File: src/rtl/exec_unit_pkg.sv
// Shared definitions for the exec_unit slice: ALU opcode constants and the
// control FSM state encoding.
package exec_unit_pkg;

    localparam logic [2:0] OC_ADD = 3'b000;
    localparam logic [2:0] OC_SUB = 3'b001;
    localparam logic [2:0] OC_MUL = 3'b010;
    localparam logic [2:0] OC_DIV = 3'b011;
    localparam logic [2:0] OC_NOT = 3'b100;
    localparam logic [2:0] OC_XOR = 3'b101;
    localparam logic [2:0] OC_OR  = 3'b110;
    localparam logic [2:0] OC_AND = 3'b111;

    typedef enum logic [1:0] {
        ST_IDLE = 2'b00,
        ST_EXEC = 2'b01,
        ST_DONE = 2'b10
    } state_t;

endpackage

File: src/rtl/exec_unit_alu.sv
// Combinational ALU used by exec_unit. All arithmetic wraps modulo
// 2^DATA_WIDTH; a zero divisor yields all ones so the divider output is
// always defined.
module alu
    import exec_unit_pkg::*;
#(
    parameter int DATA_WIDTH = 16
) (
    input  logic [2:0]            oc,
    input  logic [DATA_WIDTH-1:0] a,
    input  logic [DATA_WIDTH-1:0] b,
    output logic [DATA_WIDTH-1:0] f
);

    // Select one operation result by opcode; NOT only looks at operand A.
    always_comb begin
        f = '0;
        case (oc)
            OC_ADD:  f = a + b;
            OC_SUB:  f = a - b;
            OC_MUL:  f = a * b;
            OC_DIV:  f = (b == '0) ? '1 : a / b;
            OC_NOT:  f = ~a;
            OC_XOR:  f = a ^ b;
            OC_OR:   f = a | b;
            OC_AND:  f = a & b;
            default: f = '0;
        endcase
    end

endmodule

File: src/rtl/exec_unit.sv
// exec_unit: single-command execution unit around the combinational alu.
// A three-state FSM (IDLE -> EXEC -> DONE) accepts a command, registers the
// ALU result with zero/error flags, and holds it until the consumer takes it.
// The accumulator captures each consumed result and can replace operand A.
// Build option: define EXEC_UNIT_DIV_EN to enable division; without it every
// div reports an error with a zero result and the quotient is never used.
module exec_unit
    import exec_unit_pkg::*;
#(
    parameter int DATA_WIDTH = 16
) (
    input  logic                  clk,
    input  logic                  rst,
    input  logic                  in_valid,
    output logic                  in_ready,
    input  logic [2:0]            in_oc,
    input  logic [DATA_WIDTH-1:0] in_a,
    input  logic [DATA_WIDTH-1:0] in_b,
    input  logic                  in_use_acc,
    output logic                  out_valid,
    input  logic                  out_ready,
    output logic [DATA_WIDTH-1:0] out_f,
    output logic                  out_zero,
    output logic                  out_err
);

    state_t                state;
    logic [2:0]            oc_q;
    logic [DATA_WIDTH-1:0] a_q;
    logic [DATA_WIDTH-1:0] b_q;
    logic [DATA_WIDTH-1:0] acc;
    logic [DATA_WIDTH-1:0] alu_f;
    logic [DATA_WIDTH-1:0] res_f;
    logic                  res_err;

    // Handshake flags follow the state register and are forced low during reset.
    assign in_ready  = (state == ST_IDLE) && !rst;
    assign out_valid = (state == ST_DONE) && !rst;

    alu #(
        .DATA_WIDTH(DATA_WIDTH)
    ) u_alu (
        .oc (oc_q),
        .a  (a_q),
        .b  (b_q),
        .f  (alu_f)
    );

    // Apply the divide policy on top of the raw ALU output.
    always_comb begin
        res_f   = alu_f;
        res_err = 1'b0;
        if (oc_q == OC_DIV) begin
`ifdef EXEC_UNIT_DIV_EN
            if (b_q == '0) begin
                res_f   = '1;
                res_err = 1'b1;
            end
`else
            res_f   = '0;
            res_err = 1'b1;
`endif
        end
    end

    // Control FSM with operand capture, result registers and accumulator.
    always_ff @(posedge clk) begin
        if (rst) begin
            state    <= ST_IDLE;
            oc_q     <= OC_ADD;
            a_q      <= '0;
            b_q      <= '0;
            acc      <= '0;
            out_f    <= '0;
            out_zero <= 1'b0;
            out_err  <= 1'b0;
        end else begin
            case (state)
                ST_IDLE: begin
                    if (in_valid) begin
                        oc_q  <= in_oc;
                        a_q   <= in_use_acc ? acc : in_a;
                        b_q   <= in_b;
                        state <= ST_EXEC;
                    end
                end
                ST_EXEC: begin
                    out_f    <= res_f;
                    out_zero <= (res_f == '0);
                    out_err  <= res_err;
                    state    <= ST_DONE;
                end
                ST_DONE: begin
                    if (out_ready) begin
                        acc   <= out_f;
                        state <= ST_IDLE;
                    end
                end
                default: state <= ST_IDLE;
            endcase
        end
    end

endmodule
File: config.mk
export PLATFORM = sky130hd
export DESIGN_NAME = exec_unit
export DESIGN_NICKNAME = d
export VERILOG_FILES = /design/src/rtl/exec_unit_pkg.sv /design/src/rtl/exec_unit_alu.sv /design/src/rtl/exec_unit.sv
export SDC_FILE = /design/constraint.sdc
export NUM_CORES = 1
export LEC_CHECK = 0
export ABC_AREA = 1
export CAP_MARGIN = 20
export CORE_ASPECT_RATIO = 1.5
export CORE_MARGIN = 4
export CORE_UTILIZATION = 40
export CTS_BUF_LIST = sky130_fd_sc_hd__clkbuf_4
export DETAILED_ROUTE_END_ITERATION = 8
export GPL_TIMING_DRIVEN = 0
export SLEW_MARGIN = 30
export SYNTH_ARGS = -nofsm -noshare
export SYNTH_HDL_FRONTEND = slang
export SYNTH_HIERARCHICAL = 1
export SYNTH_SLANG_ARGS = --single-unit
File: constraint.sdc
create_clock -name clk -period 23.9 [get_ports clk]
set_input_delay 2.39 -clock clk [delete_from_list [all_inputs] [get_ports clk]]
set_output_delay 2.39 -clock clk [all_outputs]
set_load 0.005 [all_outputs]
# == Word level (Yosys, flattened, before mapping) ==
# Cells that the tools add are included.
# totals
register_bits,71
out_inout_bits,20
# op_classes
add_sub_neg,2
n_mul,1
n_eq_ne,11
mux,7
bitwise_logic,4
reduce_logical,9
# ops
op,count
16-bit one-hot mux with 7 select lines,1
16-bit two-way mux,2
16-bit adder,1
16-bit AND,1
16-bit logical NOT,1
16-bit by 16-bit multiplier with 16-bit output,1
16-bit NOT,1
16-bit bitwise OR,1
16-bit subtractor,1
16-bit XOR,1
3-bit equality test (second input constant),4
3-bit by 2-bit equality test with 1-bit output (second input constant),2
2-bit one-hot mux with 3 select lines,1
2-bit AND reduction,3
2-bit two-way mux,2
2-bit inequality test (second input constant),2
3-bit by 1-bit equality test with 1-bit output (second input constant),1
3-bit logical NOT,1
2-bit by 1-bit equality test with 1-bit output (second input constant),1
2-bit equality test (second input constant),1
1-bit logical AND,2
2-bit logical NOT,1
1-bit logical NOT,1
1-bit two-way mux,1

# == Longest topological paths before layout ==
# depth
ltp_word,4
ltp_mapped,221
mapped_depth_nobuf,219

# == Hierarchy ==
# The synthesis kept the hierarchy.
# modules_own_cells
mod,instances,cells_per_inst,area_each_um2,seq_area_each_um2
alu,1,2146,13604.3,0.0
exec_unit,1,362,2751.4,1421.4

# == Worst setup path after synthesis ==
# No wires, ideal clock.
# synth_timing
kind,register to register
start,register b_q[0]
end,register out_zero
arrival_time_ps,23287
path_slack_ps,543
stages_incl_launch_ff,209
n_path_buf,4
path_cell_list,dfxtp_1 > inv_1 > ha_1 > inv_1 > nor2_1 > nand2_1 > nor2_1 > nand2_1 > inv_1 > nand2_1 > nand3_1 > nand2_1 > ha_1 > nand2_1 > nand2_1 > nand2_1 > nor2_1 > nand2_1 > [173 not listed] > a21boi_0 > o21a_1 > o21a_1 > o21a_1 > o21a_1 > o21a_1 > o21ai_0 > nand2_1 > a21o_1 > a21oi_1 > o21ai_0 > nand2_1 > nand3_1 > o21ai_0 > nand2_1 > nor2_1 > nand3_1 > a21oi_1
# synth_via
elab_chain_cells,4
# synth_rtl
element,line_no,text
from (decl),exec_unit.sv:30,logic [DATA_WIDTH-1:0] b_q;
from (signal assigned),exec_unit.sv:83,b_q <= in_b;
16-bit by 16-bit multiplier with 16-bit output (tied with other cells),exec_unit_alu.sv:21,OC_MUL: f = a * b;
16-bit one-hot mux with 7 select lines (*),exec_unit_alu.sv:18,case (oc)
via alu_f[0],exec_unit.sv:32,logic [DATA_WIDTH-1:0] alu_f;
16-bit two-way mux (*),exec_unit.sv:53,if (oc_q == OC_DIV) begin
16-bit logical NOT (*),exec_unit.sv:89,out_zero <= (res_f == '0);
to (signal assigned),exec_unit.sv:89,
to (decl),exec_unit.sv:23,"output logic out_zero,"
# Mark *: on every way through the listed nets, which the timed path passes. The rest lies on a longest branch.
# A chain may end at the register's enable or synchronous reset.

# == Final worst setup path ==
# Same ends and word-level chain as after synthesis.

==> key figures <==
Synth
  • Post-synth top area cell: ha_1
  • Mapped cell area: 16400 sq um
  • Yosys top cell area share: 0.181
  • Ys Warns: 6
  • FF+latch count, synth: 71
  • Async S/R FF share, synth: 0
  • EDFF count, synth: 0
  • Sequential cell area fraction in the yosys report: 0.0869
  • Avg Cell Area, Syn: 6.52 sq um
  • Syn_nets: 2865
  • Top-count cell post-synth: nand2_1
  • Top cells by area, synth: ha_1 18%, nand2_1 12%, inv_1 10%
  • Predominant post-synthesis flop cell: dfxtp_1
  • Mapped Cells: 2508
  • Count of cell types in the netlist: 62
  • Commonest cells post-synth: 536 x nand2_1, 439 x inv_1, 236 x ha_1

STA
  • Slew of the pin with the lowest slew margin: 1190 ps
  • Hold Violations, Final: 0
  • Worst rel slew slack: 0.205
  • Layout Skew: 15.6 ps
  • Setup violations, final: 0
  • Setup TNS: 0 ps
  • Max frequency: 41.9 MHz
  • Final period util: 0.999
  • Min cycle time layout: 23880 ps
  • RSZ-0062 raised after global routing: true
  • Max-slew violations: 0

Final layout
  • Final non-filler cell total: 3245
  • Post-route core utilization: 0.535
  • Area growth from synthesis to layout: 31.9%
  • Share of cells above drive strength 1: 0.283
  • Ant diodes: 0
  • Net total in the final layout: 3091

Place
  • Hpwl dp: 47.0 mm
  • DP Cell Count: 3073
  • Port bufs: 59
  • Routability congestion estimate: 1.02

Worst setup path
  • Worst setup path start: b_q[0]
  • Crit path DAT: 24270 ps
  • CP Data Required Time: 24290 ps
  • Crit path kind: reg -> reg
  • R2r startpoint: b_q[0]
  • CP max stage delay: 440 ps
  • Crit-path max FO: 7
  • Slowest CP cell: dfxtp_4
  • Startpoint Class: flop
  • Crit path top cell by count: nand2_2
  • Setup crit end kind: flop

Drt
  • # DRC: 0
  • Starting DRT DRC Count: 969
  • TritonRoute pass-1 iters: 6
  • Antenna Nets Post-Route: 0
  • Wirelength per Cell: 19.1 um
  • Final WL: 62.0 mm
  • Via density: 5.41
  • Vias: 17500

Clock network
  • CTS clock-pin slew for the worst setup and hold paths: 120 ps
  • H-Tree Depth: 3
  • CTS tree: done
  • Worst-Skew Late Latency: 460 ps
  • Clock root buffer: clkbuf_4
  • # clock sinks: 71
  • Clock Path Buffers: 2
  • CTS Buf Count: 9

Floorplan
  • Total Die Area: 44300 sq um
  • I/O Pins: 60
  • Initial Util: 0.406
  • Core area: 40300 sq um
  • Chip Height: 256 um
  • FP Rows: 90
  • Die width: 173 um

Global route
  • Grt total ovfl: 0
  • Initial antenna violation count: 0
  • Via count of the first global-routing pass: 17100
  • First-pass GRT wire length: 92.3 mm
  • Total GRT Usage: 0.260
  • Largest net degree at the start of global routing: 19

Flow run
  • Max Cap Viol: 0

Min path
  • Worst hold path type: reg -> reg
  • HP Start: acc[11]

Status
  • Outcome: finished, final reports clean
[cells in the final DEF (no fill, tap or decap), types with 14 or more instances in the layout]
| master | netlist | final |
|---|---|---|
| nor3_1 | 29 | 16 |
| ha_1 | 236 | 165 |
| ha_4 | 0 | 70 |
| nand2_2 | 34 | 133 |
| clkbuf_1 | 46 | 40 |
| dfxtp_1 | 71 | 61 |
| nor2_1 | 163 | 153 |
| buf_6 | 4 | 14 |
| and2_1 | 26 | 15 |
| xor2_1 | 64 | 63 |
| inv_2 | 15 | 40 |
| o21ai_0 | 140 | 113 |
| nand2_1 | 536 | 418 |
| a21oi_1 | 163 | 133 |
| or2_2 | 34 | 27 |
| clkdlybuf4s50_1 | 0 | 59 |
| xnor2_1 | 35 | 35 |
| nand2_4 | 7 | 26 |
| o21ai_1 | 27 | 29 |
| nand3_1 | 123 | 88 |
| fa_1 | 81 | 81 |
| inv_1 | 439 | 398 |
| buf_4 | 6 | 147 |
| a21oi_2 | 2 | 26 |
| o21ai_2 | 14 | 29 |
| nand4_1 | 18 | 18 |
| nand3_2 | 48 | 68 |
| nand3_4 | 0 | 15 |
| buf_2 | 28 | 20 |
[per-layer routing]
layer / GRT usage / routed length [um] / vias up
met3: 0.0220 / 2440 / 215
met2: 0.487 / 32100 / 550
li1: - / - / 8528
met1: 0.284 / 23000 / 8250
met4: 0.153 / 4460 / 0
met5: 0 / 0 / -
[stage by stage]
stage	cell area, sq um	hold WS [ps]	setup slack [ps]
floorplan	16400	423	543
global placement	17600	434	-5100
detailed placement	17600	435	-5130
CTS	19700	453	1.90
global route	21600	469	-1610
finish	21600	453	21.8
[flip-flops by register name, indices dropped and copies added (netlist names)]
name / count
a_q: 16
acc: 16
b_q: 16
out_f: 16
oc_q: 3
state: 2
out_err: 1
out_zero: 1
[logic make-up (layout without fill, tap and decap cells)]
group                    count (synthesis)  after routing  synth area share
flip-flops                              71             71            0.0869
AND/OR/NAND/NOR                       1045           1045             0.297
XOR/XNOR                                99             99            0.0530
multiplexers                             1              1          0.000612
AO/OA/AOI/OAI                          428            428             0.151
adder cells (fa/ha/maj)                317            317             0.280
buffers and inverters                  547            778             0.132
[worst paths after layout]
path              depth (start not counted)        to  slack, ps
setup / recovery                        200  out_zero         20
hold / removal                            2   acc[11]        450
setup reg to reg                        200  out_zero         20
hold reg to reg                           2   acc[11]        450
[cell type report]
class / instances / area [sq um]
plain buffers: 87 / 557
clock buffers: 10 / 75.1
clock inverters: 6 / 61.3
fillers: 3871 / 18700
inverters: 459 / 1820
multi-input cells: 1890 / 15100
flip-flops and latches: 71 / 1440
well taps: 506 / 633
repair buffers: 216 / 1910
[timing repair]
action | in CTS | in global routing
buffers inserted | 71 | 85
setup endpoints to repair | 4 | 3
cloned | 1 | 1
hold buffers | 0 | 0
resized for setup | 288 | 294
pin swaps | 81 | 161
[critical path: cells and delay by family, from the launching register on]
family | cells | cell delay, ps
and+or+nand+nor | 116 | 10930
AOI/OAI and AO/OA | 41 | 5550
adders and majority gates | 16 | 4260
buffers and inverters | 27 | 2500
DFF | 1 | 440
Power is not shown: default switching activity piles up to over one toggle a cycle in this logic, so the estimate is an artifact.
